===== src/rtl/pixel_pkg.sv =====
// Shared types and raster helpers for the pixel stream transmitter.
package pixel_pkg;

  localparam int BEAT_COLOUR_W = 24;

  typedef struct packed {
    logic                     sop;
    logic                     eop;
    logic [BEAT_COLOUR_W-1:0] colour;
  } pixel_beat_t;

  typedef enum logic {SYNC, STREAM} state_t;

  // Raster starts at the top line (y = height-1) and ends at the right edge of line 0.
  function automatic int unsigned start_y(int unsigned height);
    return height - 1;
  endfunction

  function automatic int unsigned end_x(int unsigned width);
    return width - 1;
  endfunction

endpackage


===== src/rtl/pixel_fifo.sv =====
// Registered synchronous FIFO of pixel beats with full/empty flags.
module pixel_fifo
  import pixel_pkg::*;
#(
  parameter int DEPTH = 4
) (
  input  logic        clk,
  input  logic        reset_n,
  input  logic        push,
  input  pixel_beat_t push_data,
  input  logic        pop,
  output pixel_beat_t pop_data,
  output logic        full,
  output logic        empty
);

  localparam int AW = (DEPTH > 1) ? $clog2(DEPTH) : 1;

  pixel_beat_t   mem [DEPTH];
  logic [AW-1:0] wr_ptr;
  logic [AW-1:0] rd_ptr;
  logic [AW:0]   count;
  logic          do_push;
  logic          do_pop;

  assign full     = (count == (AW+1)'(DEPTH));
  assign empty    = (count == '0);
  assign do_push  = push & ~full;
  assign do_pop   = pop & ~empty;
  assign pop_data = mem[rd_ptr];

  always_ff @(posedge clk or negedge reset_n) begin
    if (!reset_n) begin
      wr_ptr <= '0;
      rd_ptr <= '0;
      count  <= '0;
    end else begin
      if (do_push) wr_ptr <= wr_ptr + AW'(1);
      if (do_pop)  rd_ptr <= rd_ptr + AW'(1);
      case ({do_push, do_pop})
        2'b10:   count <= count + (AW+1)'(1);
        2'b01:   count <= count - (AW+1)'(1);
        default: count <= count;
      endcase
    end
  end

  // Storage needs no reset: the head is only observed while the FIFO is non-empty.
  always_ff @(posedge clk) begin
    if (do_push) mem[wr_ptr] <= push_data;
  end

endmodule


===== src/rtl/pixel_stream_tx.sv =====
// Checks incoming raster tuples against the expected position and frames
// accepted pixels into a valid/ready stream with SOP/EOP markers.
module pixel_stream_tx
  import pixel_pkg::*;
#(
  parameter int DATA_WIDTH    = 32,
  parameter int RBG_SIZE      = BEAT_COLOUR_W,
  parameter int SCREEN_WIDTH  = 640,
  parameter int SCREEN_HEIGHT = 480,
  parameter int FIFO_DEPTH    = 4
) (
  input  logic                  clk,
  input  logic                  reset_n,
  input  logic                  en,
  input  logic [DATA_WIDTH-1:0] xpixel_i,
  input  logic [DATA_WIDTH-1:0] ypixel_i,
  input  logic [RBG_SIZE-1:0]   colour_i,
  output logic                  ready_o,
  output logic [RBG_SIZE-1:0]   out_data,
  output logic                  out_valid,
  input  logic                  out_ready,
  output logic                  out_sop,
  output logic                  out_eop,
  output logic                  frame_err,
  output logic [15:0]           frame_count
);

  typedef struct packed {
    logic [DATA_WIDTH-1:0] x;
    logic [DATA_WIDTH-1:0] y;
  } pos_t;

  localparam logic [DATA_WIDTH-1:0] ONE     = DATA_WIDTH'(1);
  localparam logic [DATA_WIDTH-1:0] START_X = '0;
  localparam logic [DATA_WIDTH-1:0] START_Y = DATA_WIDTH'(start_y(SCREEN_HEIGHT));
  localparam logic [DATA_WIDTH-1:0] END_X   = DATA_WIDTH'(end_x(SCREEN_WIDTH));
  localparam logic [DATA_WIDTH-1:0] END_Y   = '0;
  localparam pos_t START_POS = '{x: START_X, y: START_Y};

  function automatic pos_t advance(pos_t p);
    pos_t n;
    if (p.x == END_X) begin
      n.x = START_X;
      n.y = (p.y == END_Y) ? START_Y : p.y - ONE;
    end else begin
      n.x = p.x + ONE;
      n.y = p.y;
    end
    return n;
  endfunction

  state_t      state_q, state_d;
  pos_t        exp_q, exp_d;
  pos_t        in_pos;
  logic        accept;
  logic        is_start, is_end, is_exp;
  logic        push;
  logic        err_d;
  pixel_beat_t push_beat;
  pixel_beat_t head;
  logic        fifo_full, fifo_empty;
  logic        pop;

  assign in_pos   = '{x: xpixel_i, y: ypixel_i};
  assign ready_o  = ~fifo_full;
  assign accept   = en & ready_o;
  assign is_start = (in_pos == START_POS);
  assign is_end   = (xpixel_i == END_X) && (ypixel_i == END_Y);
  assign is_exp   = (in_pos == exp_q);

  always_comb begin
    state_d          = state_q;
    exp_d            = exp_q;
    push             = 1'b0;
    err_d            = 1'b0;
    push_beat.sop    = is_start;
    push_beat.eop    = is_end;
    push_beat.colour = colour_i;
    if (accept) begin
      case (state_q)
        SYNC: begin
          if (is_start) begin
            push    = 1'b1;
            state_d = STREAM;
            exp_d   = advance(START_POS);
          end
        end
        STREAM: begin
          if (is_exp) begin
            push  = 1'b1;
            exp_d = advance(exp_q);
          end else begin
            // A stray start pixel restarts the frame instead of forcing a resync.
            err_d = 1'b1;
            if (is_start) begin
              push  = 1'b1;
              exp_d = advance(START_POS);
            end else begin
              state_d = SYNC;
              exp_d   = START_POS;
            end
          end
        end
        default: state_d = SYNC;
      endcase
    end
  end

  always_ff @(posedge clk or negedge reset_n) begin
    if (!reset_n) begin
      state_q   <= SYNC;
      exp_q     <= START_POS;
      frame_err <= 1'b0;
    end else begin
      state_q   <= state_d;
      exp_q     <= exp_d;
      frame_err <= err_d;
    end
  end

  pixel_fifo #(.DEPTH(FIFO_DEPTH)) u_fifo (
    .clk       (clk),
    .reset_n   (reset_n),
    .push      (push),
    .push_data (push_beat),
    .pop       (pop),
    .pop_data  (head),
    .full      (fifo_full),
    .empty     (fifo_empty)
  );

  assign out_valid = ~fifo_empty;
  assign pop       = out_valid & out_ready;
  assign out_data  = out_valid ? head.colour : '0;
  assign out_sop   = out_valid & head.sop;
  assign out_eop   = out_valid & head.eop;

  always_ff @(posedge clk or negedge reset_n) begin
    if (!reset_n) begin
      frame_count <= '0;
    end else if (pop && head.eop) begin
      frame_count <= frame_count + 16'd1;
    end
  end

endmodule


===== config.mk =====
export PLATFORM = sky130hd
export DESIGN_NAME = pixel_stream_tx
export DESIGN_NICKNAME = d
export VERILOG_FILES = /design/src/rtl/pixel_pkg.sv /design/src/rtl/pixel_fifo.sv /design/src/rtl/pixel_stream_tx.sv
export SDC_FILE = /design/constraint.sdc
export NUM_CORES = 1
export LEC_CHECK = 0
export BUFFER_PORTS_ARGS = -buffer_cell sky130_fd_sc_hd__buf_2
export CAP_MARGIN = 20
export CORE_MARGIN = 5
export CORE_UTILIZATION = 58
export DETAILED_ROUTE_END_ITERATION = 6
export PLACE_DENSITY = 0.84
export SLEW_MARGIN = 20
export SYNTH_ARGS = -nofsm -noshare
export SYNTH_HDL_FRONTEND = slang
export SYNTH_SLANG_ARGS = --single-unit

===== constraint.sdc =====
create_clock -name clk -period 3.8 [get_ports clk]
set_input_delay 0.76 -clock clk [delete_from_list [all_inputs] [get_ports clk]]
set_output_delay 0.76 -clock clk [all_outputs]
set_load 0.01 [all_outputs]

* Word level (Yosys, flattened, before mapping)
Memory sizes are Yosys's and may differ from the RTL's.
Index checks and enable logic that the tools add are counted.
W data, S select, Z words.
** Storage, ports and cells
- Flip-flop bits (word level) :: 89
- Bits in writable memories :: 104
- Output and inout bits :: 45
- Memories kept :: 1
** Memories
- u_fifo.mem :: words 4, bits a word 26, rd ports 1, clocked after memory_dff 0, wr ports 1, line pixel_fifo.sv:19 : pixel_beat_t mem [DEPTH];
** Operators by class
- $add $sub $neg :: 7
- Eq/ne operators :: 9
- Multiplexer cells :: 17
- Bitwise logic cells :: 9
- Reduce and logical (&&, ||, !) cells :: 8
** Operators by type and width (count)
- $mux W64 :: 3
- $pmux W64 S2 :: 1
- $eq A32 B10 Y1 const B :: 2
- $eq A64 B64 Y1 :: 1
- $eq A64 B9 Y1 const B :: 1
- $logic_not A32 Y1 :: 2
- $mux W33 :: 1
- $add A32 B1 Y32 const B :: 1
- $mux W32 :: 1
- $sub A32 B1 Y32 const B :: 1
- $mux W24 :: 1
- $add A16 B1 Y16 const B :: 1
- $mux W1 :: 8
- $and A1 B1 Y1 :: 6
- $pmux W3 S2 :: 1
- $add A2 B1 Y2 const B :: 2
- $add A3 B1 Y3 const B :: 1
- $eq A3 B3 Y1 const B :: 1
- $logic_not A3 Y1 :: 1
- $ne A3 B2 Y1 const B :: 1
- $not A1 Y1 :: 3
- $reduce_and A3 Y1 :: 1
- $sub A3 B1 Y3 const B :: 1
- $eq A2 B1 Y1 const B :: 1
- other kinds (6) :: 7

* Depth between registers and ports, before layout
Gate-level depths: netlist (run 1).
- Word-level depth :: 8
- Depth in mapped cells :: 15
- Mapped depth without buffers :: 13

* By module
Synthesis (run 1) repeated with hierarchy kept, for this count alone.
** Unflattened totals
- Cells, all modules :: 802
- Area, all modules :: 9773.1 um^2
** Modules (own cells, without submodules)
- pixel_stream_tx :: instances 1, cells each 629, area each 5546.6 um^2, seq. area each 2062.0 um^2
- pixel_fifo :: instances 1, cells each 173, area each 4226.6 um^2, seq. area each 3298.2 um^2

* Worst setup path after synthesis (run 1)
No wires, ideal clock.
- Kind :: input to register
- Start :: input port xpixel_i[19]
- End :: memory u_fifo.mem[0][0] (netlist name) (enable)
- Setup time :: 0.385 ns
- Data arrival time :: 2.942 ns
- Required time :: 3.415 ns
- Setup slack :: 0.473 ns
- Stages :: 8
- Path buffers :: 1
- Path through :: xnor2_1 -> nand4_1 -> nor4_1 -> nand4_1 -> clkbuf_1 -> nor2_1 -> o21a_1 -> and2_1
** On the way
- Longest elaborated chain between the ends :: 8
- Elaborated cells between the ends (all ways) :: 9
** RTL lines
- start: declaration :: line pixel_stream_tx.sv:15 : input logic [DATA_WIDTH-1:0] xpixel_i,
- $eq A64 B9 Y1 :: line pixel_stream_tx.sv:67 : assign is_start = (in_pos == START_POS);
- $mux W1 :: line pixel_stream_tx.sv:82, pixel_stream_tx.sv:95
- $mux W1 :: line pixel_stream_tx.sv:89 : if (is_exp) begin
- $pmux W1 S2 * :: line pixel_stream_tx.sv:80 : case (state_q)
- $mux W1 * :: line pixel_stream_tx.sv:79 : if (accept) begin
- $and A1 B1 Y1 * :: line pixel_fifo.sv:28 : assign do_push = push & ~full;
- $mux W1 * :: line pixel_fifo.sv:50 : if (do_push) mem[wr_ptr] <= push_data;
- $mux W1 (not written as such) * :: line pixel_fifo.sv:50
- end: declaration :: line pixel_fifo.sv:19
Every way passes the cells marked *; elsewhere a longest branch is shown, timed or not.

* Final worst setup path (run 1)
- Start :: register exp_q[18] (netlist name)
- End :: register exp_q[20] (netlist name)
** On the way
- Longest elaborated chain between the ends :: 5
- Elaborated cells between the ends (all ways) :: 9
** RTL lines
- start: declaration :: line pixel_stream_tx.sv:53 : pos_t exp_q, exp_d;
- start signal: assignment :: line pixel_stream_tx.sv:116 : exp_q <= exp_d;
- $sub A32 B1 Y32 or $logic_not A32 Y1 (tied branches) :: line pixel_stream_tx.sv:44 : n.y = (p.y == END_Y) ? START_Y : p.y - ONE;
- $mux W32 :: line pixel_stream_tx.sv:44
- $mux W64 :: line pixel_stream_tx.sv:42 : if (p.x == END_X) begin
- $mux W64 :: line pixel_stream_tx.sv:89
- $pmux W64 S2 :: line pixel_stream_tx.sv:80
Parallel ways exist; a longest one is shown, timed or not. The select of a mux whose other input is x is not followed.
A chain may end at the register's enable or synchronous reset.

==> flow_metrics.tcl, run 1 <==
set metrics [dict create \
    rr_startpoint "exp_q[18]$_DFFE_PN0P_" \
    drt_iter0_drc 697 \
    root_buffer "clkbuf_16" \
    pin_count 137 \
    core.rowCount 47 \
    nets 1074 \
    drive_above_1_share 0.249 \
    clock-sinks 193 \
    rsz0062_at_grt "false" \
    ys.flop_type "edfxtp_1" \
    power_uw 5360 \
    grt_pass1_vias 7407 \
    swShare 0.289 \
    synth_cell_type_count 56 \
    cp.arrival_ps 3570 \
    combPwrFrac 0.226 \
    finalCriticalPeriod_ps 3270 \
    routed_wl_um 25400 \
    diodes 0 \
    p_per_area_nw_per_um2 473 \
    power_frac_clock 0.330 \
    syn_inst 833 \
    synth_edf_count 104 \
    yosysTopAreaCell "edfxtp_1" \
    worstMarginPinSlew_ps 951 \
    cap_violations 0 \
    wl_per_cell_um 21.1 \
    area_growth_pct 16.4 \
    skew_ps 13.3 \
    grt_pass1_wl_um 40800 \
    coreArea_um2 16500 \
    end_kind "flip-flop" \
    antenna_found_initial 0 \
    die_h_um 140 \
    cts_resized 0 \
    critical_path_class "flip-flop to flip-flop" \
    vdd_drop_max_v 0.000299 \
    start_kind "flip-flop" \
    place_hpwl_um 17500 \
    portBuffers 136 \
    ys_seq_area_frac 0.551 \
    cts_hold_buf 0 \
    p_seq_frac 0.444 \
    drc 0 \
    finalSetupViolCount 0 \
    synthTopCellsByArea "edfxtp_1 (32%), dfrtp_1 (21%), xnor2_1 (8.9%)" \
    fin_area_um2 11300 \
    die_w_um 140 \
    synth_area_per_cell_um2 11.7 \
    clk_path_buf_depth 2 \
    dr.pass1.iters 5 \
    slew_headroom 0.364 \
    track_usage 0.267 \
    switchingPower_uw 1550 \
    max_freq_mhz 306 \
    syn_nets 934 \
    routabilityCongestion 0.962 \
    synth_top_area_frac 0.321 \
    numCtsBuffers 17 \
    die-area_um2 19500 \
    cts_tree "built" \
    worstPathRequired_ps 4100 \
    postSynth.asyncResetShare 0.461 \
    postCtsSetupBuffers 0 \
    hold_viol_final 0 \
    clk_pin_slew_ps 80 \
    status "finished clean" \
    place_area_um2 10700 \
    synth_area_um2 9730 \
    synth_warnings 0 \
    post_drt_via_cell_ratio 6.10 \
    p_int_uw 3810 \
    h-tree-depth 4 \
    synth.ff_latch_count 193 \
    worstHoldPathType "input port to asynchronous set/reset pin" \
    tns_ps 0 \
    nFillCells 1171 \
    ant_nets 0 \
    critPathLaunch "exp_q[18]$_DFFE_PN0P_" \
    maxSlewViolCount 0 \
    clk_latency_ps 430 \
    routed-via-count 7361 \
    leakage_uw 0.00430 \
    period_share 0.861 \
    cp_max_fo 11 \
    grt_overflow_total 0 \
    grt_max_degree 48 \
    initial_core_util 0.589 \
]
## area by class of cell
| cell class | instances | area, um^2 | area share |
|---|---|---|---|
| Sequential cell | 193 | 5360 | 0.473 |
| Multi-Input combinational cell | 567 | 4070 | 0.360 |
| Timing Repair Buffer | 161 | 908 | 0.0802 |
| Clock buffer | 17 | 425 | 0.0375 |
| Tap cell | 220 | 275 | 0.0243 |
| Clock inverter | 15 | 161 | 0.0142 |
| Inverter | 33 | 124 | 0.0109 |
## final timing paths
path / endpoint / slack (ps) / depth (start not counted)
min in group clk: frame_count[15]$_DFFE_PN0P_ / 480 / 1
max reg2reg: exp_q[20]$_DFFE_PN0P_ / 530 / 8
max in group asynchronous: exp_q[1]$_DFFE_PN1P_ / 2630 / 2
min: exp_q[49]$_DFFE_PN0P_ / 340 / 1
max: exp_q[20]$_DFFE_PN0P_ / 530 / 8
min reg2reg: frame_count[15]$_DFFE_PN0P_ / 480 / 1
## registers in the layout, indices dropped and copies added, names as in the netlist
signal	count
state_q	1
u_fifo.wr_ptr	2
u_fifo.rd_ptr	2
exp_q	64
frame_err	1
u_fifo.count	3
u_fifo.mem	104
frame_count	16
## layout by cell type, fill, tap and decap left out, drive strengths merged, types with 14 or more instances in the layout
cell,synthesis,layout
nor2,57,57
xnor2,99,99
and2,36,36
nor4,38,38
o21ai,14,14
mux4,26,26
nand3,28,28
edfxtp,104,104
or3,17,17
dfrtp,81,81
clkbuf,32,17
buf,8,161
nand4,33,33
inv,32,40
a21oi,27,27
nor3,27,27
nand2,52,52
## power by group through the flow
| stage | combinational, uW | clock [uW] | sequential [uW] |
|---|---|---|---|
| 2_1_floorplan | 788 | 0 | 2370 |
| 3_3_place_gp | 1170 | 0 | 2420 |
| 3_5_place_dp | 1200 | 0 | 2420 |
| 4_1_cts | 1230 | 1790 | 2380 |
| 5_1_grt | 1310 | 1910 | 2400 |
| 6_report | 1210 | 1770 | 2380 |
## Yosys cell counts (3+ instances only)
cell        n
xnor2_1    99
clkbuf_1   32
nor4_1     38
nor2_1     56
or3_1      17
mux2i_1     6
ha_1        8
o22ai_1    13
xor2_1     13
nand2b_1    7
nand2_1    52
mux4_2     26
nor4b_1     4
and2_1     36
edfxtp_1  104
o21ai_0    13
o31ai_1     3
nand4_1    33
nor3b_1     3
and4_1      4
buf_6       3
dfstp_2     8
buf_1       3
nand3_1    28
or4_1       7
a31oi_1     3
and3_1     13
or2_2       5
dfrtp_1    81
inv_1      32
a21oi_1    25
nor3_1     25
nand4b_1    3
## per-stage QoR
step	worst slack (ps)	std cells	util	hold WS, ps
floorplan	473	833	-	456
CTS	557	1206	0.686	364
global placement	491	1174	0.650	450
finish	530	1206	0.686	338
global route	374	1206	0.686	365
detailed placement	408	1174	0.650	455
## kinds of logic after synthesis
logic type,Yosys count,share of synthesized area
AND/OR/NAND/NOR,338,0.189
flip-flops,193,0.551
XOR/XNOR,112,0.101
AO/OA/AOI/OAI,74,0.0467
buffers and inverters,73,0.0318
multiplexers,34,0.0687
adder cells (fa/ha/maj),9,0.0123
## routing by layer
metal | global-route usage | part of all wire
met5 | 0 | 0
met4 | 0.0954 | 0.031
met3 | 0.0491 | 0.081
met2 | 0.446 | 0.50
met1 | 0.354 | 0.39
## critical path: stages, from the launching register on
cell and delay, ps:
dfrtp_1 440, or4_1 580, or4_4 480, or4_4 600, o21ai_2 200, or4_1 420
buf_4 240, or3_1 100, o21ai_0 80
Power figures use the tool's default switching activity.
==> inputs of run 2 (changes only) <==
--- a/config.mk
+++ b/config.mk
@@ -7,6 +7,7 @@
 export LEC_CHECK = 0
 export BUFFER_PORTS_ARGS = -buffer_cell sky130_fd_sc_hd__buf_2
 export CAP_MARGIN = 20
+export CORE_ASPECT_RATIO = 0.9
 export CORE_MARGIN = 5
 export CORE_UTILIZATION = 58
 export DETAILED_ROUTE_END_ITERATION = 6
@@ -14,4 +15,5 @@
 export SLEW_MARGIN = 20
 export SYNTH_ARGS = -nofsm -noshare
 export SYNTH_HDL_FRONTEND = slang
+export SYNTH_HIERARCHICAL = 1
 export SYNTH_SLANG_ARGS = --single-unit
==> flow_metrics.tcl, run 2 <==
set metrics [dict create \
    status "finished clean" \
    p_per_area_nw_per_um2 478 \
    largest_reg_flops 104 \
    synth_warnings 6 \
    critPathTopFamily "simple AND/OR/NAND/NOR gates" \
    clk_pin_slew_ps 80 \
    hold_viol_final 0 \
    synth_top_area_frac 0.320 \
    top_regs "u_fifo/mem x104, exp_q x64, frame_count x16" \
    drive_above_1_share 0.247 \
    synthTopCellsByArea "edfxtp_1 (32%), dfrtp_1 (21%), xor2_1 (6.6%)" \
    yosysTopAreaCell "edfxtp_1" \
    post_drt_via_cell_ratio 6.14 \
    p_int_uw 3820 \
    initial_core_util 0.584 \
    ys_top_cells_by_count "edfxtp_1 (104), dfrtp_1 (81), xor2_1 (74)" \
    coreArea_um2 16700 \
    place_area_um2 10700 \
    start_kind "input port" \
    worstHoldPathType "input port to asynchronous set/reset pin" \
    portBuffers 136 \
    instances_no_fill 1164 \
    ant_nets 0 \
    largest_register "u_fifo/mem" \
    cp.buffers_inverters 3 \
    power_frac_clock 0.344 \
    most-common-layout-cells "buf_2 (135), edfxtp_1 (104), dfrtp_1 (81)" \
    swShare 0.295 \
    numCtsBuffers 17 \
    route.met3.wl_um 2100 \
    clk_latency_ps 440 \
    core.rowCount 45 \
    vdd_drop_max_v 0.000368 \
    drt_iter0_drc 633 \
    leakage_uw 0.00472 \
    clk_path_buf_depth 2 \
    cts_resized 0 \
    synth_area_um2 9770 \
    cp_cell_sequence "buf_2 > nor4_1 > nand4_1 > nor3_1 > and3_1 > o21a_1 > nor2b_2 > inv_1 > ha_1 > inv_1 > fa_1 > xor2_1 > nor2_1 > xor2_1" \
    die_w_um 147 \
    worstPathRequired_ps 4120 \
    worstMarginPinSlew_ps 831 \
    area_growth_pct 16.0 \
    nets 1042 \
    synth.ff_latch_count 193 \
    postSynth.asyncResetShare 0.461 \
    die_h_um 133 \
    finalCriticalPeriod_ps 3230 \
    critical_path_class "input port to flip-flop" \
    routed-via-count 7150 \
    slowest_stage "nor3_1" \
    tns_ps 0 \
    routed_wl_um 23500 \
    syn_inst 802 \
    dr.pass1.iters 6 \
    grt_overflow_total 0 \
    final_common_cell "buf_2" \
    cap_violations 0 \
    root_buffer "clkbuf_16" \
    final_core_util 0.678 \
    dp.cells 1132 \
    cts_hold_buf 0 \
    place_hpwl_um 16600 \
    combPwrFrac 0.218 \
    skew_ps 12.7 \
    antenna_found_initial 0 \
    ys_seq_area_frac 0.548 \
    synth_cell_type_count 59 \
    end_kind "flip-flop" \
    period_share 0.849 \
    track_usage 0.244 \
    postCtsSetupBuffers 0 \
    rsz0062_at_grt "false" \
    die-area_um2 19500 \
    h-tree-depth 4 \
    max_freq_mhz 310 \
    finalSetupViolCount 0 \
    fin_area_um2 11300 \
    cp_max_fo 7 \
    max_stage_delay_ps 470 \
    drc 0 \
    grt_pass1_wl_um 37600 \
    clock-sinks 193 \
    cts_tree "built" \
    switchingPower_uw 1600 \
    grt_pass1_vias 6997 \
    slew_headroom 0.441 \
    synth_area_per_cell_um2 12.2 \
    maxSlewViolCount 0 \
    grt_max_degree 54 \
    diodes 0 \
    routabilityCongestion 0.972 \
    syn_nets 904 \
    met2_length_um 11100 \
    p_seq_frac 0.438 \
    cp.arrival_ps 3540 \
    top_layer "met4" \
    wl_per_cell_um 20.1 \
    ys.flop_type "edfxtp_1" \
    synth_most_common_cell "edfxtp_1" \
    pin_count 137 \
    met1Wirelength_um 9690 \
    synth_edf_count 104 \
]
==> run 2: cell types whose count changed after synthesis, moves of 13 or more <==
cell	delta
nor2b_1	+29
and2_1	-28
o22ai_1	-13
a21o_1	+17
xor2_1	+61
inv_1	-17
xnor2_1	-53
nand4_1	-16
nor4_1	+17
==> run 2: kinds of logic (layout without fill, tap and decap cells) <==
kind of cell | Yosys count | in the layout | share of synthesized area
muxes | 32 | 32 | 0.0694
and+or+nand+nor | 315 | 315 | 0.182
xor gates and xnor gates | 120 | 120 | 0.108
DFF | 193 | 193 | 0.548
buffers and inverters | 56 | 207 | 0.0280
AOI/OAI and AO/OA | 76 | 76 | 0.0510
adders and majority gates | 10 | 10 | 0.0136
==> run 2: worst paths after layout <==
check	from	endpoint	slack, ps	cells past startpoint
worst max-delay path	ypixel_i[5]	u_fifo/count[2]$_DFFE_PN0P_	570	14
worst min register to register	frame_count[7]$_DFFE_PN0P_	frame_count[7]$_DFFE_PN0P_	500	1
max in group asynchronous	reset_n	exp_q[52]$_DFFE_PN0P_	2640	2
worst min-delay path	reset_n	frame_count[14]$_DFFE_PN0P_	360	1
worst max register to register	exp_q[4]$_DFFE_PN1P_	u_fifo/count[2]$_DFFE_PN0P_	640	14
min in group clk	frame_count[7]$_DFFE_PN0P_	frame_count[7]$_DFFE_PN0P_	500	1
==> run 2: stage by stage <==
stage          power (uW)  hold WS, ps  setup slack [ps]
3_5_place_dp         3600          487               221
5_1_grt              5660          389               397
6_report             5410          359               574
2_1_floorplan        3200          464               327
3_3_place_gp         3570          456               295
4_1_cts              5460          375               621
==> run 2: per-layer routing <==
layer | GRT usage | up-vias
met5 | 0 | -
li1 | - | 3242
met1 | 0.339 | 3464
met2 | 0.381 | 385
met4 | 0.0805 | 0
met3 | 0.0602 | 59
==> run 2: final cells by class <==
cell class | count | area (um^2)
timing repair buffer | 160 | 876
inverter | 15 | 56.3
fill | 1194 | 5390
clock inverter | 15 | 201
multi-input combinational | 553 | 4150
sequential | 193 | 5360
tap | 211 | 264
clock buffer | 17 | 425
==> run 2: worst reg2reg max path, stage by stage (launching register included) <==
cell     delay [ps]
dfstp_2         630
xor2_1          160
nor4_1          340
nand4_1         150
nor4_2          410
and2_1          200
o21a_1          130
nor2b_2         150
inv_1            50
ha_1            210
inv_1            70
fa_1            170
xor2_1          140
nor2_1           60
xor2_1          140
==> run 2: power groups by stage <==
stage	Combinational [uW]	Sequential [uW]	Clock, uW
4_1_cts	1200	2370	1880
6_report	1180	2370	1860
5_1_grt	1290	2380	1990
2_1_floorplan	820	2380	0
3_3_place_gp	1160	2410	0
3_5_place_dp	1190	2410	0
==> inputs of run 3 (changes only) <==
--- a/config.mk
+++ b/config.mk
@@ -5,11 +5,12 @@
 export SDC_FILE = /design/constraint.sdc
 export NUM_CORES = 1
 export LEC_CHECK = 0
+export ABC_AREA = 1
 export BUFFER_PORTS_ARGS = -buffer_cell sky130_fd_sc_hd__buf_2
 export CAP_MARGIN = 20
 export CORE_ASPECT_RATIO = 0.9
 export CORE_MARGIN = 5
-export CORE_UTILIZATION = 58
+export CORE_UTILIZATION = 60
 export DETAILED_ROUTE_END_ITERATION = 6
 export PLACE_DENSITY = 0.84
 export SLEW_MARGIN = 20
==> constraint.sdc (replaced) <==
create_clock -name clk -period 3.3 [get_ports clk]
set_input_delay 0.66 -clock clk [delete_from_list [all_inputs] [get_ports clk]]
set_output_delay 0.66 -clock clk [all_outputs]
set_load 0.01 [all_outputs]
==> flow_metrics.tcl, run 3 <==
set metrics [dict create \
    status "finished clean" \
    finalCriticalPeriod_ps 2970 \
    period_share 0.901 \
    start_kind "flip-flop" \
    antenna_found_initial 1 \
    cpMostUsedCell "nand2_1" \
    critical_path_class "flip-flop to flip-flop" \
    synthTopCellsByArea "edfxtp_1 (25%), dfrtp_1 (16%), nand2_1 (15%)" \
    largest_reg_flops 104 \
    top_regs "u_fifo/mem x104, exp_q x64, frame_count x16" \
    max_stage_delay_ps 600 \
    cp_max_fo 5 \
    cp_cell_sequence "inv_2 > nand2_1 > nand2_1 > nor2_1 > nand2_1 > inv_1 > nand2_1 > nor2_1 > nand2_1 > nor2_2 > nand2_1 > nand2_1 > nand2_1 > inv_1 > nand2_1 > ha_1 > inv_1 > fa_1 > o21ai_0" \
    syn_inst 1635 \
    end_kind "flip-flop" \
    cp.arrival_ps 3330 \
    synth_cell_type_count 42 \
    routabilityCongestion 0.959 \
    holdWs_ps 225 \
    cts_resized 0 \
    routed_wl_um 31800 \
    root_buffer "clkbuf_16" \
    post_drt_via_cell_ratio 5.43 \
    track_usage 0.269 \
    die_h_um 146 \
    synth_most_common_cell "nand2_1" \
    grt_max_degree 73 \
    synth_edf_count 104 \
    cts_tree "built" \
    pin_count 137 \
    clk_path_buf_depth 2 \
    clk_pin_slew_ps 70 \
    skew_ps 9.08 \
    die_w_um 161 \
    instances_no_fill 2022 \
    core.rowCount 49 \
    slew_headroom 0.569 \
    place_hpwl_um 23600 \
    leakage_uw 0.00694 \
    worstHoldPathType "input port to asynchronous set/reset pin" \
    dr.pass1.iters 6 \
    most-common-layout-cells "nand2_1 (503), nor2_1 (235), inv_1 (233)" \
    power_uw 5110 \
    synth_warnings 6 \
    worstPathRequired_ps 3650 \
    clock-sinks 193 \
    yosysTopAreaCell "edfxtp_1" \
    synth_area_um2 12300 \
    initial_core_util 0.614 \
    postCtsSetupBuffers 0 \
    drc 0 \
    synth_area_per_cell_um2 7.55 \
    grt_pass1_wl_um 51300 \
    worstMarginPinSlew_ps 641 \
    portBuffers 136 \
    coreArea_um2 20100 \
    ys_seq_area_frac 0.434 \
    h-tree-depth 4 \
    numCtsBuffers 17 \
    drive_above_1_share 0.162 \
    dp.cells 1990 \
    synth_top_area_frac 0.253 \
    clk_latency_ps 440 \
    rsz0062_at_grt "false" \
    wl_per_cell_um 15.7 \
    synth.ff_latch_count 193 \
    nFillCells 1652 \
    fin_area_um2 13700 \
    grt_pass1_vias 10400 \
    ant_nets 0 \
    ys_top_cells_by_count "nand2_1 (504), nor2_1 (239), inv_1 (233)" \
    slowest_stage "dfstp_2" \
    cp.buffers_inverters 4 \
    die-area_um2 23500 \
    critPathTopFamily "simple AND/OR/NAND/NOR gates" \
    maxSlewViolCount 0 \
    cts_hold_buf 0 \
    vdd_drop_max_v 0.000340 \
    area_growth_pct 11.4 \
    syn_nets 1737 \
    drt_iter0_drc 1064 \
    ys.flop_type "edfxtp_1" \
    postSynth.asyncResetShare 0.461 \
    hold_viol_final 0 \
    largest_register "u_fifo/mem" \
    finalSetupViolCount 0 \
    final_common_cell "nand2_1" \
    place_area_um2 13200 \
    max_freq_mhz 336 \
    routed-via-count 11000 \
    diodes 0 \
    cap_violations 0 \
    grt_overflow_total 0 \
    p_per_area_nw_per_um2 372 \
    nets 1856 \
]
[run 3: cell count changes in the layout (fill, tap and decap cells not counted), moves of 19 or more]
cell | previous run | this run
a21o_1 | 19 | 0
nand3_1 | 20 | 105
nor2b_1 | 29 | 1
nor2_1 | 46 | 235
xnor2_1 | 46 | 23
a21oi_1 | 24 | 4
nand2_1 | 48 | 503
inv_2 | 0 | 25
o21ai_0 | 10 | 32
nor4_1 | 55 | 5
inv_1 | 15 | 233
o211ai_2 | 0 | 49
nor3_1 | 17 | 36
[run 3: metrics by stage]
stage          setup WS, ps  utilization  TNS, ps
6_report                326        0.684        0
5_1_grt                 132        0.684        0
4_1_cts                 335        0.684        0
3_5_place_dp            158        0.656        0
3_3_place_gp            277        0.656        0
2_1_floorplan         -60.1            -    -6250
[run 3: power breakdown]
part / switching [uW] / total, uW / leakage, uW / internal (uW)
logic: 281 / 441 / 0.00457 / 160
clock network: 1020 / 2020 / 0.000269 / 1000
registers: 62.6 / 2650 / 0.00210 / 2590
[run 3: path summary, 6_finish.rpt]
check                                       startpoint                           to  slack (ps)  cells after the start
setup / recovery                  exp_q[2]$_DFFE_PN1P_  u_fifo/count[1]$_DFFE_PN0P_         330                     19
hold / removal                                 reset_n        exp_q[27]$_DFFE_PN0P_         230                      1
setup reg to reg                  exp_q[2]$_DFFE_PN1P_  u_fifo/count[1]$_DFFE_PN0P_         330                     19
hold reg to reg            frame_count[15]$_DFFE_PN0P_  frame_count[15]$_DFFE_PN0P_         470                      1
max in group asynchronous                      reset_n         exp_q[6]$_DFFE_PN1P_        2360                      2
min in group clk                          colour_i[23]  u_fifo/mem[2][23]$_DFFE_PP_         430                      1
[run 3: layer usage]
layer | up-vias | GRT usage | part of all wire
li1 | 5367 | - | -
met3 | 62 | 0.0513 | 0.080
met5 | - | 0 | 0.00035
met2 | 473 | 0.449 | 0.48
met4 | 2 | 0.0925 | 0.025
met1 | 5077 | 0.354 | 0.42
[run 3: worst register-to-register path: cells and delay by family, from the launching register on]
family,cells,cell delay [ps]
adder cells (fa/ha/maj),2,630
AO/OA/AOI/OAI,1,200
flip-flops,1,600
buffers and inverters,4,310
AND/OR/NAND/NOR,12,1140
[run 3: kinds of logic (layout without fill, tap and decap cells)]
group / count (synthesis) / in the layout / share of synthesized area
adder cells (fa/ha/maj): 10 / 10 / 0.0107
AND/OR/NAND/NOR: 943 / 943 / 0.318
buffers and inverters: 315 / 447 / 0.110
multiplexers: 1 / 1 / 0.000912
flip-flops: 193 / 193 / 0.434
AO/OA/AOI/OAI: 90 / 90 / 0.0672
XOR/XNOR: 83 / 83 / 0.0589
[run 3: final cells by class]
class                           count  area, um^2  area share
Sequential cell                   193        5360       0.390
Multi-Input combinational cell   1127        5630       0.410
Inverter                          263         993      0.0723
Clock buffer                       18         429      0.0312
Clock inverter                     14         136     0.00992
Tap cell                          255         319      0.0232
Timing Repair Buffer              152         878      0.0639
